$ cat config.mk
export PLATFORM = sky130hd
export DESIGN_NAME = uart_ctrl
export DESIGN_NICKNAME = d
export VERILOG_FILES = /design/src/rtl/uart_pkg.sv /design/src/rtl/sync_fifo.sv /design/src/rtl/uart_ctrl.sv
export SDC_FILE = /design/constraint.sdc
export NUM_CORES = 1
export LEC_CHECK = 0
export CAP_MARGIN = 20
export CORE_MARGIN = 2
export CORE_UTILIZATION = 60
export CTS_CLUSTER_SIZE = 16
export DETAILED_ROUTE_END_ITERATION = 7
export MAX_ROUTING_LAYER = met4
export PLACE_DENSITY = 0.76
export SLEW_MARGIN = 25
export SYNTH_ARGS = -nofsm -noshare
export SYNTH_HDL_FRONTEND = slang
export SYNTH_SLANG_ARGS = --single-unit
$ cat constraint.sdc
create_clock -name clk -period 9.9 [get_ports clk]
set_input_delay 1.98 -clock clk [delete_from_list [all_inputs] [get_ports clk]]
set_output_delay 1.98 -clock clk [all_outputs]
set_load 0.01 [all_outputs]
$ cat src/rtl/uart_pkg.sv
`default_nettype none
//------------------------------------------------------------------------------
// Module  : uart_pkg
// Purpose : Shared register offsets, bit positions and FSM encodings for the
//           UART controller.
// Rev     : 1.0  initial release
//------------------------------------------------------------------------------
package uart_pkg;

   // Register selects, decoded from addr[4:2]
   localparam logic [2:0] OFF_STATUS = 3'd0;
   localparam logic [2:0] OFF_CTRL   = 3'd1;
   localparam logic [2:0] OFF_TXDATA = 3'd2;
   localparam logic [2:0] OFF_RXDATA = 3'd3;
   localparam logic [2:0] OFF_ERRCLR = 3'd4;

   // STATUS bit positions
   localparam int ST_TX_COUNT_LSB = 0;
   localparam int ST_RX_COUNT_LSB = 9;
   localparam int ST_TX_FULL      = 18;
   localparam int ST_RX_EMPTY     = 19;
   localparam int ST_TX_BUSY      = 20;
   localparam int ST_OVERRUN      = 21;
   localparam int ST_FRAMING      = 22;
   localparam int ST_PARITY       = 23;

   // CTRL bit positions
   localparam int CT_PARITY_EN  = 16;
   localparam int CT_PARITY_ODD = 17;
   localparam int CT_TWO_STOP   = 18;
   localparam int CT_IRQ_RX_EN  = 19;
   localparam int CT_IRQ_TXE_EN = 20;

   localparam logic [15:0] DIV_MIN = 16'd4;

   typedef enum logic [2:0] {
      TX_IDLE   = 3'd0,
      TX_START  = 3'd1,
      TX_DATA   = 3'd2,
      TX_PARITY = 3'd3,
      TX_STOP   = 3'd4
   } tx_state_t;

   typedef enum logic [2:0] {
      RX_IDLE   = 3'd0,
      RX_START  = 3'd1,
      RX_DATA   = 3'd2,
      RX_PARITY = 3'd3,
      RX_STOP   = 3'd4
   } rx_state_t;

   // Divisors below the minimum cannot place a mid-bit sample, so clamp them
   function automatic logic [15:0] clamp_div(input logic [15:0] d);
      return (d < DIV_MIN) ? DIV_MIN : d;
   endfunction

endpackage
`default_nettype wire

$ cat src/rtl/sync_fifo.sv
`default_nettype none
//------------------------------------------------------------------------------
// Module  : sync_fifo
// Purpose : Single-clock FIFO with occupancy count; pushes when full and pops
//           when empty are ignored.
// Rev     : 1.0  initial release
//------------------------------------------------------------------------------
module sync_fifo #(
   parameter int WIDTH = 8,
   parameter int DEPTH = 16
) (
   input  logic                     clk,
   input  logic                     rst_n,
   input  logic                     push,
   input  logic [WIDTH-1:0]         push_data,
   input  logic                     pop,
   output logic [WIDTH-1:0]         pop_data,
   output logic                     full,
   output logic                     empty,
   output logic [$clog2(DEPTH):0]   count
);
   localparam int AW = $clog2(DEPTH);
   localparam logic [AW:0] DEPTH_CNT = DEPTH[AW:0];

   logic [WIDTH-1:0] mem [DEPTH];
   logic [AW-1:0]    wr_ptr;
   logic [AW-1:0]    rd_ptr;
   logic             do_push;
   logic             do_pop;

   assign do_push  = push && !full;
   assign do_pop   = pop && !empty;
   assign full     = (count == DEPTH_CNT);
   assign empty    = (count == '0);
   assign pop_data = mem[rd_ptr];

   // Storage array carries no reset; only valid entries are ever read
   always_ff @(posedge clk) begin
      if (do_push) mem[wr_ptr] <= push_data;
   end

   // Pointers wrap naturally at the power-of-two depth
   always_ff @(posedge clk or negedge rst_n) begin
      if (!rst_n) begin
         wr_ptr <= '0;
         rd_ptr <= '0;
         count  <= '0;
      end else begin
         if (do_push) wr_ptr <= wr_ptr + 1'b1;
         if (do_pop)  rd_ptr <= rd_ptr + 1'b1;
         case ({do_push, do_pop})
            2'b10:   count <= count + 1'b1;
            2'b01:   count <= count - 1'b1;
            default: count <= count;
         endcase
      end
   end

endmodule
`default_nettype wire

$ cat src/rtl/uart_ctrl.sv
`default_nettype none
//------------------------------------------------------------------------------
// Module  : uart_ctrl
// Purpose : Register-mapped UART with TX/RX FIFOs, parity, 1/2 stop bits,
//           sticky error flags and a level interrupt.
// Rev     : 1.0  initial release
//------------------------------------------------------------------------------
module uart_ctrl
   import uart_pkg::*;
#(
   parameter int CLK_DIV_RST = 16,
   parameter int FIFO_DEPTH  = 16
) (
   input  logic        clk,
   input  logic        rst_n,
   output logic        tx,
   input  logic        rx,
   input  logic [5:0]  addr,
   input  logic [31:0] data_in,
   output logic [31:0] data_out,
   input  logic        write_enable,
   input  logic        read_enable,
   output logic        irq
);
   localparam int CW = $clog2(FIFO_DEPTH) + 1;

   logic [2:0]    reg_sel;
   logic [15:0]   divisor;
   logic          parity_en, parity_odd, two_stop, irq_rx_en, irq_txe_en;
   logic          tx_push, tx_pop, tx_full, tx_empty, tx_busy;
   logic          rx_push, rx_pop, rx_full, rx_empty;
   logic [7:0]    tx_fifo_data, rx_fifo_data, rx_push_data;
   logic [CW-1:0] tx_count, rx_count;
   logic [8:0]    tx_count9, rx_count9;
   logic          errclr;
   logic          overrun, framing_err, parity_err;
   logic          unused_ok;

   assign reg_sel   = addr[4:2];
   assign tx_push   = write_enable && (reg_sel == OFF_TXDATA);
   assign rx_pop    = read_enable && (reg_sel == OFF_RXDATA) && !rx_empty;
   assign errclr    = write_enable && (reg_sel == OFF_ERRCLR);
   assign tx_count9 = 9'(tx_count);
   assign rx_count9 = 9'(rx_count);
   assign unused_ok = ^{addr[5], addr[1:0], data_in[31:24]};

   sync_fifo #(.WIDTH(8), .DEPTH(FIFO_DEPTH)) u_tx_fifo (
      .clk(clk), .rst_n(rst_n), .push(tx_push), .push_data(data_in[7:0]),
      .pop(tx_pop), .pop_data(tx_fifo_data), .full(tx_full), .empty(tx_empty),
      .count(tx_count));

   sync_fifo #(.WIDTH(8), .DEPTH(FIFO_DEPTH)) u_rx_fifo (
      .clk(clk), .rst_n(rst_n), .push(rx_push), .push_data(rx_push_data),
      .pop(rx_pop), .pop_data(rx_fifo_data), .full(rx_full), .empty(rx_empty),
      .count(rx_count));

   // CTRL register; divisor writes are clamped to the legal minimum
   always_ff @(posedge clk or negedge rst_n) begin
      if (!rst_n) begin
         divisor    <= 16'(CLK_DIV_RST);
         parity_en  <= 1'b0;
         parity_odd <= 1'b0;
         two_stop   <= 1'b0;
         irq_rx_en  <= 1'b0;
         irq_txe_en <= 1'b0;
      end else if (write_enable && (reg_sel == OFF_CTRL)) begin
         divisor    <= clamp_div(data_in[15:0]);
         parity_en  <= data_in[CT_PARITY_EN];
         parity_odd <= data_in[CT_PARITY_ODD];
         two_stop   <= data_in[CT_TWO_STOP];
         irq_rx_en  <= data_in[CT_IRQ_RX_EN];
         irq_txe_en <= data_in[CT_IRQ_TXE_EN];
      end
   end

   // ---------------- transmitter ----------------
   tx_state_t   tx_state;
   logic [15:0] tx_div, tx_cnt;
   logic [7:0]  tx_shift;
   logic [2:0]  tx_bit;
   logic        tx_par_en, tx_two_stop, tx_par_bit, tx_stop2;
   logic        tx_bit_end, tx_frame_done;

   assign tx_bit_end    = (tx_cnt == tx_div - 16'd1);
   assign tx_frame_done = (tx_state == TX_STOP) && tx_bit_end && (!tx_two_stop || tx_stop2);
   // A new frame starts from IDLE or straight out of the last stop bit
   assign tx_pop        = !tx_empty && ((tx_state == TX_IDLE) || tx_frame_done);
   assign tx_busy       = (tx_state != TX_IDLE);

   // TX frame sequencer; frame settings are latched when the byte is popped
   always_ff @(posedge clk or negedge rst_n) begin
      if (!rst_n) begin
         tx_state    <= TX_IDLE;
         tx          <= 1'b1;
         tx_div      <= 16'(CLK_DIV_RST);
         tx_cnt      <= '0;
         tx_shift    <= '0;
         tx_bit      <= '0;
         tx_par_en   <= 1'b0;
         tx_two_stop <= 1'b0;
         tx_par_bit  <= 1'b0;
         tx_stop2    <= 1'b0;
      end else if (tx_pop) begin
         tx_state    <= TX_START;
         tx          <= 1'b0;
         tx_cnt      <= '0;
         tx_div      <= divisor;
         tx_par_en   <= parity_en;
         tx_two_stop <= two_stop;
         tx_par_bit  <= (^tx_fifo_data) ^ parity_odd;
         tx_shift    <= tx_fifo_data;
         tx_bit      <= '0;
         tx_stop2    <= 1'b0;
      end else if (tx_state != TX_IDLE) begin
         if (!tx_bit_end) begin
            tx_cnt <= tx_cnt + 16'd1;
         end else begin
            tx_cnt <= '0;
            case (tx_state)
               TX_START: begin
                  tx_state <= TX_DATA;
                  tx       <= tx_shift[0];
                  tx_shift <= tx_shift >> 1;
               end
               TX_DATA: begin
                  if (tx_bit == 3'd7) begin
                     tx_state <= tx_par_en ? TX_PARITY : TX_STOP;
                     tx       <= tx_par_en ? tx_par_bit : 1'b1;
                  end else begin
                     tx_bit   <= tx_bit + 3'd1;
                     tx       <= tx_shift[0];
                     tx_shift <= tx_shift >> 1;
                  end
               end
               TX_PARITY: begin
                  tx_state <= TX_STOP;
                  tx       <= 1'b1;
               end
               TX_STOP: begin
                  if (tx_two_stop && !tx_stop2) tx_stop2 <= 1'b1;
                  else                          tx_state <= TX_IDLE;
               end
               default: tx_state <= TX_IDLE;
            endcase
         end
      end
   end

   // ---------------- receiver ----------------
   logic        sync0, sync1, rx_prev, rx_fall;
   rx_state_t   rx_state;
   logic [15:0] rx_div, rx_cnt;
   logic [7:0]  rx_shift;
   logic [2:0]  rx_bit;
   logic        rx_par_en, rx_par_odd, rx_par_ok;
   logic        rx_sample, rx_bit_end;

   assign rx_fall    = rx_prev && !sync1;
   assign rx_sample  = (rx_cnt == (rx_div >> 1));
   assign rx_bit_end = (rx_cnt == rx_div - 16'd1);

   // Two-flop synchronizer plus one history flop for start-edge detection
   always_ff @(posedge clk or negedge rst_n) begin
      if (!rst_n) begin
         sync0   <= 1'b1;
         sync1   <= 1'b1;
         rx_prev <= 1'b1;
      end else begin
         sync0   <= rx;
         sync1   <= sync0;
         rx_prev <= sync1;
      end
   end

   // RX frame sequencer; returns to IDLE at mid-stop so the next start edge is caught
   always_ff @(posedge clk or negedge rst_n) begin
      if (!rst_n) begin
         rx_state     <= RX_IDLE;
         rx_div       <= 16'(CLK_DIV_RST);
         rx_cnt       <= '0;
         rx_shift     <= '0;
         rx_bit       <= '0;
         rx_par_en    <= 1'b0;
         rx_par_odd   <= 1'b0;
         rx_par_ok    <= 1'b0;
         rx_push      <= 1'b0;
         rx_push_data <= '0;
         overrun      <= 1'b0;
         framing_err  <= 1'b0;
         parity_err   <= 1'b0;
      end else begin
         rx_push <= 1'b0;
         // Clears first so that a same-cycle error below overrides them
         if (errclr && data_in[ST_OVERRUN]) overrun     <= 1'b0;
         if (errclr && data_in[ST_FRAMING]) framing_err <= 1'b0;
         if (errclr && data_in[ST_PARITY])  parity_err  <= 1'b0;
         if (rx_state == RX_IDLE) begin
            if (rx_fall) begin
               rx_state   <= RX_START;
               rx_cnt     <= '0;
               rx_div     <= divisor;
               rx_par_en  <= parity_en;
               rx_par_odd <= parity_odd;
               rx_bit     <= '0;
            end
         end else begin
            rx_cnt <= rx_bit_end ? 16'd0 : rx_cnt + 16'd1;
            case (rx_state)
               RX_START: begin
                  if (rx_sample && sync1) rx_state <= RX_IDLE;
                  else if (rx_bit_end)    rx_state <= RX_DATA;
               end
               RX_DATA: begin
                  if (rx_sample) rx_shift <= {sync1, rx_shift[7:1]};
                  if (rx_bit_end) begin
                     rx_bit <= rx_bit + 3'd1;
                     if (rx_bit == 3'd7) rx_state <= rx_par_en ? RX_PARITY : RX_STOP;
                  end
               end
               RX_PARITY: begin
                  if (rx_sample)  rx_par_ok <= (sync1 == ((^rx_shift) ^ rx_par_odd));
                  if (rx_bit_end) rx_state  <= RX_STOP;
               end
               RX_STOP: begin
                  if (rx_sample) begin
                     rx_state <= RX_IDLE;
                     if (!sync1)                        framing_err <= 1'b1;
                     else if (rx_par_en && !rx_par_ok)  parity_err  <= 1'b1;
                     else if (rx_full)                  overrun     <= 1'b1;
                     else begin
                        rx_push      <= 1'b1;
                        rx_push_data <= rx_shift;
                     end
                  end
               end
               default: rx_state <= RX_IDLE;
            endcase
         end
      end
   end

   // Registered level interrupt
   always_ff @(posedge clk or negedge rst_n) begin
      if (!rst_n) irq <= 1'b0;
      else        irq <= (irq_rx_en && !rx_empty) ||
                         (irq_txe_en && (tx_count == '0) && !tx_busy) ||
                         overrun || framing_err || parity_err;
   end

   // Combinational register read mux
   always_comb begin
      data_out = '0;
      case (reg_sel)
         OFF_STATUS: data_out = {8'd0, parity_err, framing_err, overrun, tx_busy,
                                 rx_empty, tx_full, rx_count9, tx_count9};
         OFF_CTRL:   data_out = {11'd0, irq_txe_en, irq_rx_en, two_stop, parity_odd,
                                 parity_en, divisor};
         OFF_RXDATA: data_out = {23'd0, !rx_empty, rx_fifo_data};
         default:    data_out = '0;
      endcase
   end

endmodule
`default_nettype wire

Word level (Yosys, flattened, before mapping)
Memories as Yosys holds them, arrays and structs flattened.
Index checks and enable logic that the tools add are counted.
Widths: inputs -> output; s select.
Storage, ports and cells
  register bits: 163
  bits in writable memories: 256
  logic and storage cells: 242
  output and inout port bits: 34
  memories kept: 2
Cells by class
  bitwise gates (word level): 5
  multiplexer cells: 80
  reductions and logical operators: 67
  $add $sub $neg: 14
  order comparisons: 1
  equal/unequal tests: 34
Memory list
  u_rx_fifo.mem: words 16, width 8, read ports 1, clocked after memory_dff 0, write ports 1, line sync_fifo.sv:25  | logic [WIDTH-1:0] mem [DEPTH];
  u_tx_fifo.mem: words 16, width 8, read ports 1, clocked after memory_dff 0, write ports 1, line sync_fifo.sv:25
Operators with widths (count)
  $mux 16: 7
  $mux 3: 24
  $pmux 24 s3: 1
  $mux 1: 38
  $add 16x1->16 const B: 2
  $eq 16x16->1: 2
  $mux 8: 4
  $sub 16x1->16 const B: 2
  $pmux 3 s4: 2
  $logic_and 1x1->1: 22
  $pmux 5 s2: 2
  $eq 3x2->1 const B: 6
  $reduce_bool 2->1: 9
  $add 4x1->4 const B: 4
  $eq 16x15->1: 1
  $lt 16x3->1 const B: 1
  $pmux 8 s2: 1
  $reduce_and 4->1: 4
  $reduce_xor 8->1: 2
  $eq 3x3->1 const B: 5
  $ne 3x3->1 const B: 4
  $reduce_and 3->1: 4
  $reduce_and 6->1: 2
  $add 5x1->5 const B: 2
  other kinds (21): 50

Longest topological paths before layout
Gate-level depths: netlist of run 1.
  depth after elaboration: 10
  depth in mapped cells: 20

Modules after synthesis
Synthesis of run 1 repeated with hierarchy kept, for this count alone.
Unflattened totals
  cell total of the unflattened synthesis: 1496
  area total of the unflattened synthesis: 19727.7 um2
By module, submodules not included
  sync_fifo: area each 5779.3 um2, cells an instance 332, sequential area each 4169.0 um2, times used 2
  uart_ctrl: area each 8169.1 um2, cells an instance 832, sequential area each 3437.0 um2, times used 1

Worst setup path before layout of run 1
No wires, ideal clock.
  path kind: in2out
  start: in addr[2]
  end: out data_out[0]
  slack: 4893 ps
  cell stages on the path: 4
  arrival: 3027 ps
  cells stage by stage: clkbuf_1 -> buf_1 -> a31oi_1 -> nor2_1
On the way
  longest elaborated chain between the ends: 2
  elaborated cells between the ends (all ways): 4
  those cells by class: eq/ne: 2; mux: 1; reduce/logical: 1
RTL lines
  start, declared: line uart_ctrl.sv:18  | input logic [5:0] addr,
  $eq 3x2->1, or another cell as far along: line uart_ctrl.sv:253  | case (reg_sel)
  $pmux 24 s3 (*): line uart_ctrl.sv:253
  end, declared: line uart_ctrl.sv:20  | output logic [31:0] data_out,
Every way passes the cells marked *; elsewhere a longest branch is shown, timed or not.

Final worst setup path of run 1
  start: in addr[4]
  end: out data_out[8]
Same word-level chain as after synthesis.

==> summary.md, run 1 <==
| Metric | Value |
|---|---|
| Status | `finished clean` |
| Area Growth Syn to Fin | `11.5%` |
| Antenna diode count | `0` |
| Share of layout cells above drive strength 1 | `0.152` |
| Crit Path Class | `in2out` |
| Clock Latency Late Sink | `between 0.5 and 0.6 ns` |
| Sequential area share after synthesis | `0.610` |
| Initial antenna violation count | `0` |
| Initial Utilization | `0.610` |
| Power density over cell area | `265 nW/um^2` |
| WL final | `41500 um` |
| Worst-path clk slew | `0.06 ns` |
| First-pass GRT wire length | `65600 um` |
| Residual DRC | `0` |
| Grt ovf | `0` |
| DRT antenna net count | `0` |
| DP HPWL | `27300 um` |
| Slew Limit Headroom | `0.254` |
| Final GP Congestion | `0.884` |
| Final Net Count | `1533` |
| Final Util | `0.680` |
| Vias per Instance | `around 6.2` |
| Avg WL per Cell | `about 22 um` |
| CTS resizes | `0` |
| TritonCTS clock tree | `built` |
| Cell Area, Synth | `just under 20000 sq um` |
| Syn avg cell area | `13.6 sq um` |
| Vias | `11800` |
| Crit. End Element | `output pin` |
| Worst path required time | `7.92 ns` |
| Die height | `183 um` |
| Die Width | `183 um` |
| Buffers on Ports | `57` |
| Comb pwr share | `0.307` |
| Fraction of registers with async set/reset | `0.389` |
| Setup bufs post-CTS | `0` |
| Fmax | `0.168 GHz` |
| Core Region | `roughly 32000 sq um` |
| Slew Limit Fails | `0` |
| Worst EP arrival | `3.99 ns` |
| Clock buffer count from CTS | `43` |
| Setup total negative slack | `0 ns` |
| H-tree Lvls | `2` |
| Worst Skew | `roughly 0.015 ns` |
| Least-Margin Pin Slew | `1.09 ns` |
| Drt first pass iters | `5` |
| CTS Hold Bufs | `0` |
| Largest net degree at the start of global routing | `103` |
| Crit share post-route | `0.603` |
| Hold Slack | `0.357 ns` |
| Lkg Pwr | `8.29 nW` |
| Worst Setup Start Kind | `primary input` |
| Post-Syn Instances | `~1400` |
| Core Rows | `between 60 and 70` |
| Period minus WS final | `just under 6 ns` |
| Final Hold Fails | `0` |
| Total power | `~5.7 mW` |
| Power share of the clock group | `0.270` |
| Setup violations, final | `0` |
| Hold Path Class | `reg2reg` |
| Max_cap viols | `0` |
| CTS Sinks | `419` |
| P_sw | `1.92 mW` |
| Net Sw Frac | `0.336` |
| Peak VDD IR | `245 uV` |
| RSZ-0062 raised after global routing | `no` |
| Most used DFF post-synth | `edfxtp_1` |
| Seq cells post-synth | `419` |
| GRT Overall Usage | `0.261` |
| Max Root-Sink Buffers | `3` |
| Vias in the first global route | `11600` |
| Number of flops mapped to enable cells by yosys | `256` |
| Part of the power in registers | `0.423` |
| Io pins | `77` |
| Synth unique cells | `82` |
| CP max FO | `11` |
| DRT iter0 DRCs | `around 1100` |
| Die area | `about 34000 sq um` |
| Warnings, synthesis | `0` |
| Root Driver | `clkbuf_16` |
| Pint | `3.79 mW` |
## flip-flops by register name, summed over array words and instances (netlist names), 5 cells and up
signal and flops:
u_rx_fifo.mem 128, u_tx_fifo.mem 128, divisor 16, rx_cnt 16, rx_div 16, tx_cnt 16, tx_div 16, rx_push_data 8
rx_shift 8, tx_shift 8, u_rx_fifo.count 5, u_tx_fifo.count 5
## cells in the final DEF, fill, tap and decap left out, types with 25 or more instances in the layout
master / n
ha_1: 25
xnor2_1: 48
mux4_2: 56
clkbuf_16: 44
mux2_2: 52
nand2_1: 130
xor2_1: 54
dfrtp_1: 153
edfxtp_1: 256
inv_1: 31
o21ai_0: 43
mux2i_1: 54
nor3_1: 28
clkdlybuf4s50_1: 56
nor2_1: 100
## path summary, 6_finish.rpt
kind                                             from  slack [ns]                              end  cells past startpoint
worst min-delay path                  sync0$_DFF_PN1_        0.36                  sync1$_DFF_PN1_                      0
min in group asynchronous                       rst_n        1.30           tx_cnt[14]$_DFFE_PN0P_                      1
worst max-delay path                          addr[4]        3.93                      data_out[8]                      4
max in group asynchronous                       rst_n        7.46  u_tx_fifo.rd_ptr[0]$_DFFE_PN0P_                      2
worst min register to register        sync0$_DFF_PN1_        0.36                  sync1$_DFF_PN1_                      0
worst max register to register  tx_div[2]$_DFFE_PN0N_        5.23   u_tx_fifo.count[4]$_DFFE_PN0P_                     13
## area by class of cell
cell class | instances | area (sq um)
tap | 402 | 503
timing repair buffer | 76 | 734
sequential | 419 | 11800
inverter | 33 | 124
multi-input combinational | 891 | 7040
clock inverter | 10 | 88.8
fill | 2172 | 10100
clock buffer | 68 | 1260
## Yosys cell counts (all sizes together), types with 3 or more instances
library cell,number,area share
a221oi,17,0.0077
or4,6,0.0025
a31oi,10,0.0032
dfrtp,156,0.20
mux2,53,0.031
o211ai,5,0.0019
a32o,5,0.0026
o21ai,57,0.015
o31ai,3,0.0014
edfxtp,256,0.40
a21o,6,0.0023
or3,4,0.0013
nor3b,3,0.0012
nor2b,17,0.0055
nand3,15,0.0039
a2bb2oi,7,0.0054
xor2,54,0.024
inv,32,0.0062
dfstp,7,0.0095
ha,25,0.016
nand4b,5,0.0026
nand2,130,0.025
and3,19,0.0062
a21boi,3,0.0017
o22ai,13,0.0042
a22oi,8,0.0031
xnor2,48,0.022
mux2i,54,0.028
nand4,13,0.0045
nor4,20,0.0079
and2,9,0.0029
clkbuf,48,0.0093
a2111oi,4,0.0021
a21oi,22,0.0061
nor2,100,0.019
nand2b,13,0.0042
mux4,56,0.065
nor3,29,0.0078
buf,38,0.011
a211oi,4,0.0016
or2,4,0.0013
a22o,13,0.0059
## through the flow
stage               instances  setup slack, ns  instance area [sq um]
floorplan                1429             4.89                  19300
global placement         1820             3.96                  20100
detailed placement       1820             4.00                  20100
CTS                      1898             3.98                  21500
global route             1899             3.83                  21500
finish                   1899             3.93                  21500
## metal layers
metal / track usage / up-vias / part of all wire / wire length, um
met2: 0.417 / 339 / 0.49 / 20500
met4: 0.0659 / 0 / 0.019 / 807
li1: - / 5383 / - / -
met3: 0.0308 / 62 / 0.048 / 1990
met1: 0.364 / 5969 / 0.44 / 18200
met5: - / - / 0 / 0
## power groups by stage
stage | Combinational (mW) | Clock, mW | Sequential [mW]
floorplan | 1.52 | 0 | 2.22
global placement | 1.70 | 0 | 2.43
detailed placement | 1.75 | 0 | 2.44
CTS | 1.76 | 1.57 | 2.41
global route | 1.93 | 1.64 | 2.45
finish | 1.75 | 1.54 | 2.41
## cell families after synthesis
kind of cell    Yosys count  share of synthesized area
simple gates            397                      0.101
xor+xnor                103                     0.0474
fa+ha+maj                26                     0.0172
buf+inv                 119                     0.0272
flops                   419                      0.610
mux                     163                      0.124
compound gates          194                     0.0728
other cells               1                   0.000194
## worst max-delay path, stage by stage
cell	delay, ns
clkdlybuf4s50_1	0.65
nand2b_1	0.33
a211oi_1	0.40
clkdlybuf4s50_1	0.62
Power figures use the tool's default switching activity.
==> run 2, diff against run 1 <==
CORE_UTILIZATION = 55   (was 60)
PLACE_DENSITY = 0.73   (was 0.76)
clock period = 5.1 ns   (was 9.9 ns; I/O delays follow)
==> run 2 against run 1 <==
Net effect:
- power is 100% higher
- hold slack got worse by 0.0019 ns
- sequential share of layout area fell by 0.76 points
- global-route usage shrank 1.8 points
- critical path type is now reg2out
- highest routed layer unchanged
==> summary.md, run 2 (synthesized netlist as in run 1, its figures left out) <==
| Metric | Value |
|---|---|
| Status | `finished clean` |
| Setup total negative slack | `0 ns (unchanged)` |
| Power density over cell area | `523 nW/um^2 (+97%)` |
| Core Rows | `68 (+4.6%)` |
| Hold Slack | `0.355 ns (-0.00192 ns)` |
| Cells along the critical path | `buf_4, mux4_2, mux4_2, a31oi_1, nor2_1, clkdlybuf4s50_1` |
| Clock Latency Late Sink | `0.56 ns (+0.02 ns)` |
| P_sw | `3.81 mW (+99%)` |
| Worst EP arrival | `3.47 ns (-0.52 ns)` |
| Pint | `7.60 mW (+100%)` |
| Fmax | `between 0.2 and 0.25 GHz` |
| Io pins | `77 (unchanged)` |
| Period minus WS final | `approximately 4.5 ns` |
| CTS Hold Bufs | `0 (unchanged)` |
| WL final | `41800 um (+0.82%)` |
| Vias in the first global route | `11700 (+1.0%)` |
| Setup violations, final | `0 (unchanged)` |
| Slew Limit Headroom | `0.398 (+0.143)` |
| Largest net degree at the start of global routing | `99 (-3.9%)` |
| DRT antenna net count | `0 (unchanged)` |
| Crit. End Element | `output pin` |
| Crit Path Class | `reg2out` |
| H-tree Lvls | `2 (unchanged)` |
| Slew Limit Fails | `0 (unchanged)` |
| Final GP Congestion | `0.926 (+4.8%)` |
| Grt ovf | `0 (unchanged)` |
| CP max stage delay | `0.62 ns (-0.03 ns)` |
| Initial antenna violation count | `0 (unchanged)` |
| Worst Setup Start Kind | `register` |
| Hold Path Class | `reg2reg` |
| Max Root-Sink Buffers | `3 (unchanged)` |
| Comb pwr share | `0.306 (about the same)` |
| Setup bufs post-CTS | `0 (unchanged)` |
| First-pass GRT wire length | `66400 um (+1.2%)` |
| Power share of the clock group | `0.291 (+0.021)` |
| Clock buffer count from CTS | `43 (unchanged)` |
| Lkg Pwr | `8.41 nW (+1.5%)` |
| Flop-to-flop setup slack | `0.66 ns (-4.57 ns)` |
| CP most frequent cell | `mux4_2` |
| CP max FO | `35 (+24)` |
| Root Driver | `clkbuf_16` |
| Antenna diode count | `0 (unchanged)` |
| Core Region | `34500 sq um (+9.2%)` |
| Worst path required time | `4.08 ns (-3.84 ns)` |
| Share of layout cells above drive strength 1 | `0.160 (+0.00804)` |
| Peak VDD IR | `400 uV (+63%)` |
| DP HPWL | `27700 um (+1.6%)` |
| Drt first pass iters | `7 (+2)` |
| Most frequent cells in the layout | `256 x edfxtp_1, 154 x dfrtp_1, 130 x nand2_1` |
| Area Growth Syn to Fin | `13.0%` |
| GRT Overall Usage | `0.243 (-0.0178)` |
| Die area | `36600 sq um (+8.9%)` |
| RSZ-0062 raised after global routing | `no` |
| Residual DRC | `0 (unchanged)` |
| Buffers on Ports | `57 (unchanged)` |
| DRT iter0 DRCs | `851 (-23%)` |
| Worst-path clk slew | `0.06 ns (about the same)` |
| Die Width | `191 um (+4.4%)` |
| Net Sw Frac | `0.334 (-0.00167)` |
| Initial Utilization | `0.559 (-0.0514)` |
| Commonest non-fill, non-tap cell in the layout | `edfxtp_1` |
| Final Hold Fails | `0 (unchanged)` |
| Die height | `191 um (+4.4%)` |
| Worst Skew | `0.0205 ns (+0.00574 ns)` |
| Vias per Instance | `5.99 (-3.1%)` |
| CTS resizes | `0 (unchanged)` |
| Least-Margin Pin Slew | `0.904 ns (-0.187 ns)` |
| Avg WL per Cell | `21.4 um (-2.2%)` |
| Vias | `11700 (-0.14%)` |
| Crit-path slowest cell | `mux4_2` |
| Final Net Count | `1538 (+0.33%)` |
| TritonCTS clock tree | `built` |
| Max_cap viols | `0 (unchanged)` |
| Part of the power in registers | `0.402 (-0.021)` |
| Registers with the most flip-flops | `u_rx_fifo.mem (128), u_tx_fifo.mem (128)` |
| CTS Sinks | `419 (unchanged)` |
| Crit share post-route | `0.880` |
| Fillcell total | `2573 (+18%)` |
run 2: cell types whose count changed in the layout (fill, tap and decap cells not counted), sizes merged:
cell | before | now
clkinv | 9 | 14
clkbuf | 68 | 60
clkinvlp | 0 | 1
bufinv | 1 | 3
buf | 20 | 25
inv | 33 | 34
run 2: final cells by class:
class / instances / area (sq um) / share of cell area
sequential: 419 / 11800 / 0.540
multi-input combinational: 891 / 7050 / 0.323
clock buffer: 60 / 1310 / 0.0599
timing repair buffer: 81 / 764 / 0.0350
tap: 455 / 569 / 0.0261
clock inverter: 19 / 238 / 0.0109
inverter: 33 / 124 / 0.00568
run 2: final timing paths:
path,start,end,cells past startpoint
max reg2reg,tx_div[2]$_DFFE_PN0N_,u_tx_fifo.count[4]$_DFFE_PN0P_,14
max,u_rx_fifo.rd_ptr[0]$_DFFE_PN0P_,data_out[3],6
min reg2reg,sync0$_DFF_PN1_,sync1$_DFF_PN1_,0
max in group asynchronous,rst_n,sync0$_DFF_PN1_,2
min in group asynchronous,rst_n,tx_cnt[11]$_DFFE_PN0P_,1
min,sync0$_DFF_PN1_,sync1$_DFF_PN1_,0
run 2: critical path, delay by kind of cell, from the launching register on:
family / cells / cell delay, ns
DFF: 1 / 0.34
AOI/OAI and AO/OA: 1 / 0.22
buffers and inverters: 2 / 1.05
and+or+nand+nor: 1 / 0.11
muxes: 2 / 1.16
run 2: power by group through the flow:
stage                     sequential, mW  combinational (mW)  clock [mW]
after floorplan                     4.32                2.96           0
after global placement              4.63                3.40           0
after detailed placement            4.65                3.48           0
after CTS                           4.58                3.50        3.37
after global routing                4.67                3.86        3.51
final                               4.59                3.50        3.32
run 2: per-stage QoR:
step	utilization	setup WS (ns)	power (mW)	std cells	instance area, sq um
3_5_place_dp	0.587	0.695	8.12	1879	20300
3_3_place_gp	0.587	0.802	8.03	1879	20300
4_1_cts	0.632	0.581	11.5	1958	21800
2_1_floorplan	-	1.15	7.27	1429	19300
5_1_grt	0.632	0.447	12.0	1958	21800
6_report	0.632	0.611	11.4	1958	21800
run 2: metal layers:
metal | GRT usage | wire length (um)
met1 | 0.336 | 18300
met2 | 0.381 | 20100
met3 | 0.0338 | 2290
met4 | 0.0704 | 1150
met5 | - | 0
==> variant 1 (flow settings as in run 2) <==
`CLK_DIV_RST`: 16 -> 12.
--- a/src/rtl/uart_ctrl.sv
+++ b/src/rtl/uart_ctrl.sv
@@ -10,3 +10,3 @@
 #(
-   parameter int CLK_DIV_RST = 16,
+   parameter int CLK_DIV_RST = 12,
    parameter int FIFO_DEPTH  = 16
Function: changed (Yosys sat finds a counterexample within 4 cycles, from zero or initial values and one cycle with rst_n low).
==> variant 1 against run 2 <==
- power fell by 2.3%
- synthesized area barely moved
- largest power group unchanged
- cell area fell by 0.84%
- global-route usage fell by 0.32 points
- sequential cell count did not move
- worst setup slack improved by 0.26 ns
- synthesized cell count did not move
- wire length fell by 1.3%
- register-to-register slack improved by 0.27 ns
- highest routed layer unchanged
- die area barely moved
- critical path depth did not move
==> variant 1: results <==
outcome:
  outcome: "completed"
placement:
  port_buffers: 57
  detailed_place_hpwl_mm: 27.63
  dp_cells: 1877
  globalplace.congestion: 0.8920
cts:
  clk_pin_slew_worst_paths_ns: 0.06
  cts-resized-gates: 0
  htree_levels: 2
  cts_buffers: 43
  cts-root-buf: "clkbuf_16"
  clkLatencyLatePin_ns: 0.56
  cts_buffer_depth: 3
  cts_setup_buffers: 0
global_routing:
  grt_pass1_wl_mm: 65.50
  grt_pass1_vias: 11790
  grt_max_degree: 108
  antenna_found_initial: 0
  grtUsageTotal: 0.2401
synth:
  synthCells: 1422
  seq_area_frac_synth: 0.6099
  synth_warnings: 0
  synthTopCellsByArea: "edfxtp_1, dfrtp_1, mux4_2"
  yosysUniqueCellTypes: 82
  synth-async-reset-ratio: 0.3890
  synthTopCellsByCount: "edfxtp_1, dfrtp_1, nand2_1, nor2_1, mux4_2"
  synth_edf_count: 256
worst_hold_path:
  hp-start: "sync0$_DFF_PN1_"
  holdCritPathClass: "flop to flop"
  hold_end: "sync1$_DFF_PN1_"
  hold_depth: 0
power_and_ir_drop:
  ir_drop_v: 0.0003183
  power_leakage_nw: 8.318
worst_setup_path:
  startpoint: "u_rx_fifo.rd_ptr[0]$_DFFE_PN0P_"
  reg2reg_depth: 15
  r2r_setup_slack_ns: 0.93
  r2r_start: "tx_div[0]$_DFFE_PN0N_"
  crit_slowest_cell: "mux4_2"
  arrival_ns: 3.21
  critPathMaxFanout: 35
  cpPeakStageDelay_ns: 0.60
  r2r-end: "u_tx_fifo.count[4]$_DFFE_PN0P_"
  endpoint: "data_out[6]"
  cp_top_family: "multiplexers"
cells_and_area:
  stdcell_count: 1957
  top_regs: "u_rx_fifo.mem: 128 flops, u_tx_fifo.mem: 128 flops"
  fillers: 2563
  num-nets-final: 1536
  diodes: 0
  drive_gt1_frac: 0.1565
drt:
  wirelength_mm: 41.28
  vias_per_cell: 6.017
  dr.first_iter.drc_count: 957
  dr.pass1.iters: 5
timing:
  relSlewSlack: 0.3872
  skew_ns: 0.02004
job:
  cap_violations: 0
## variant 1: cell types whose count changed in the layout (fill, tap and decap cells not counted), moves of 2 or more
cell,change
dfstp_2,+3
clkbuf_16,-6
clkinv_16,-2
clkbuf_8,+4
clkbuf_1,+11
clkinv_1,-3
bufinv_16,-2
buf_4,-3
dfrtp_1,-3
## variant 1: cell type report
type | count | area, um^2 | area share
multi-input cells | 891 | 7047 | 0.3256
well taps | 455 | 569.3 | 0.02630
inverters | 33 | 123.9 | 0.005723
clock inverters | 12 | 117.6 | 0.005434
flip-flops and latches | 419 | 11780 | 0.5443
clock buffers | 68 | 1240 | 0.05729
repair buffers | 79 | 764.5 | 0.03532
## variant 1: layer usage
metal	vias to the layer above	share of wire	track usage
met5	-	0	-
met4	0	0.016	0.04704
met2	393	0.49	0.3846
met1	5944	0.43	0.3344
li1	5382	-	-
met3	56	0.060	0.03176
## variant 1: stage by stage
step                  util  hold WS, ns  instance area [um^2]  power (W)  setup slack (ns)
finish              0.6266       0.3654                 21640    0.01115            0.8714
global route        0.6266       0.3724                 21640    0.01175            0.5476
CTS                 0.6264       0.3633                 21640    0.01119            0.8897
detailed placement  0.5871       0.3545                 20280   0.008164            0.9904
global placement    0.5869       0.3458                 20270   0.008049             1.055
floorplan                -       0.3452                 19340   0.007283             1.164
## variant 1: power by group
group / internal (W) / total (W) / leakage (nW) / switching (W)
sequential: 0.00399 / 0.00466 / 4.45 / 0.000674
clock: 0.00173 / 0.00304 / 0.669 / 0.00130
combinational: 0.00166 / 0.00345 / 3.20 / 0.00179
## variant 1: logic make-up after synthesis
group,synth area share
compound gates,0.07282
xor+xnor,0.04742
fa+ha+maj,0.01723
buf+inv,0.02721
flops,0.6099
mux,0.1242
other cells,0.0001942
simple gates,0.1011
==> variant 2 (flow settings as in run 2) <==
Without the edit above. Encoding of `tx_state_t`: now Gray code (3 bits for 5 states).
--- a/src/rtl/uart_pkg.sv
+++ b/src/rtl/uart_pkg.sv
@@ -36,7 +36,7 @@
    typedef enum logic [2:0] {
-      TX_IDLE   = 3'd0,
-      TX_START  = 3'd1,
-      TX_DATA   = 3'd2,
-      TX_PARITY = 3'd3,
-      TX_STOP   = 3'd4
+      TX_IDLE   = 3'b000,
+      TX_START  = 3'b001,
+      TX_DATA   = 3'b011,
+      TX_PARITY = 3'b010,
+      TX_STOP   = 3'b110
    } tx_state_t;
Formal check against the unedited RTL: same outputs for any inputs over 4 cycles, from zero or initial values and one cycle with rst_n low; so few cycles prove little.
==> variant 2 against run 2 <==
- synthesized area fell by 0.89%
- critical path type is now input port to output port
- die area fell by 0.87%
- wire length fell by 1.4%
- sequential cell count did not move
- clock skew fell by 0.011 ns
- power fell by 6.0%
- sequential share of layout area rose by 0.46 points
- largest power group unchanged
- count of clock-buffer cells in the layout fell by 5
- cell area fell by 0.85%
- worst setup slack improved by 0.28 ns
- non-clock buffer count rose by 5
- synthesized cell count fell by 2.4%
- maximum frequency rose by 6.6%
- highest routed layer unchanged
- final cell count fell by 0.87%
==> variant 2: results <==
cts:
  cts-root-buf: "clkbuf_16"
  clk_pin_slew_worst_paths_ns: 0.05
  cts_buffer_depth: 3
  cts-resized-gates: 0
  cts_buffers: 44
drt:
  wirelength_mm: 41.23
  dr.pass1.iters: 5
  num_vias: 11430
  dr.first_iter.drc_count: 750
  vias_per_cell: 5.889
worst_setup_path:
  cp_top_family: "buffers and inverters"
  arrival_ns: 3.19
  r2r_start: "tx_div[0]$_DFFE_PN0N_"
  crit_slowest_cell: "clkdlybuf4s50_1"
  cpPeakStageDelay_ns: 0.74
  endpoint: "data_out[23]"
  reg2reg_depth: 19
  critPathMaxFanout: 18
  r2r-end: "u_tx_fifo.count[4]$_DFFE_PN0P_"
  r2r_setup_slack_ns: 1.03
  cp-end-kind: "output port"
  startpoint: "addr[2]"
timing:
  relSlewSlack: 0.3632
  holdWs_ns: 0.3613
  skew_ns: 0.009936
outcome:
  outcome: "completed"
job:
  cap_violations: 0
synth:
  synthTopCellsByCount: "edfxtp_1, dfrtp_1, nand2_1, nor2_1, mux2_2"
  synth-async-reset-ratio: 0.3890
  synth_warnings: 0
  synthTopCellsByArea: "edfxtp_1, dfrtp_1, mux4_2"
  yosysUniqueCellTypes: 74
  avgSynthCellArea_um2: 13.79
  seq_area_frac_synth: 0.6153
floorplan:
  rows: 68
power_and_ir_drop:
  ir_drop_v: 0.0002959
  power_leakage_nw: 8.074
  p_sw_w: 0.003488
  comb_power_share: 0.284
  power_frac_seq: 0.432
cells_and_area:
  diodes: 0
  drive_gt1_frac: 0.1716
  top_regs: "u_rx_fifo.mem: 128 flops, u_tx_fifo.mem: 128 flops"
  num-nets-final: 1521
  fillers: 2568
global_routing:
  grtUsageTotal: 0.2425
  grt_max_degree: 101
  grt_pass1_wl_mm: 65.10
placement:
  detailed_place_hpwl_mm: 27.37
  dp_cells: 1857
  globalplace.congestion: 0.8826
worst_hold_path:
  hold_end: "sync1$_DFF_PN1_"
## variant 2: cell types whose count changed after synthesis, sizes merged, moves of 7 or more
cell / run 2 / this run
buf: 38 / 24
nor2b: 17 / 8
nand2: 130 / 110
a22o: 13 / 6
o22ai: 13 / 5
inv: 32 / 39
a2bb2oi: 7 / 0
xor2: 54 / 46
xnor2: 48 / 57
mux2: 53 / 82
## variant 2: cells by family after synthesis
group           count (synthesis)  synth area share
other cells                     1         0.0001959
mux                           189            0.1408
compound gates                161           0.05492
buf+inv                       117           0.02563
simple gates                  370           0.09695
flops                         419            0.6153
fa+ha+maj                      28           0.01909
xor+xnor                      103           0.04714
## variant 2: final cells by class
class / count / area, um^2 / share of cell area
Timing Repair Buffer: 86 / 842.1 / 0.03891
Clock inverter: 27 / 207.7 / 0.009598
Multi-Input combinational cell: 859 / 6910 / 0.3193
Tap cell: 455 / 569.3 / 0.02631
Sequential cell: 419 / 11780 / 0.5443
Inverter: 40 / 150.1 / 0.006938
Clock buffer: 55 / 1182 / 0.05464
## variant 2: metal layers
metal | track usage | vias to the layer above | wire length (um)
met1 | 0.3280 | 5735 | 17790
li1 | - | 5277 | -
met4 | 0.05516 | 0 | 698
met5 | - | - | 0
met3 | 0.03110 | 59 | 2272
met2 | 0.3969 | 359 | 20470
## variant 2: stage by stage
step / total power [W] / area [um^2] / setup WS (ns)
final: 0.01072 / 21640 / 0.8885
after global routing: 0.01132 / 21640 / 0.6518
after global placement: 0.007615 / 20200 / 0.9341
after floorplan: 0.006890 / 19160 / 1.149
after CTS: 0.01078 / 21590 / 0.8810
after detailed placement: 0.007720 / 20200 / 0.9152
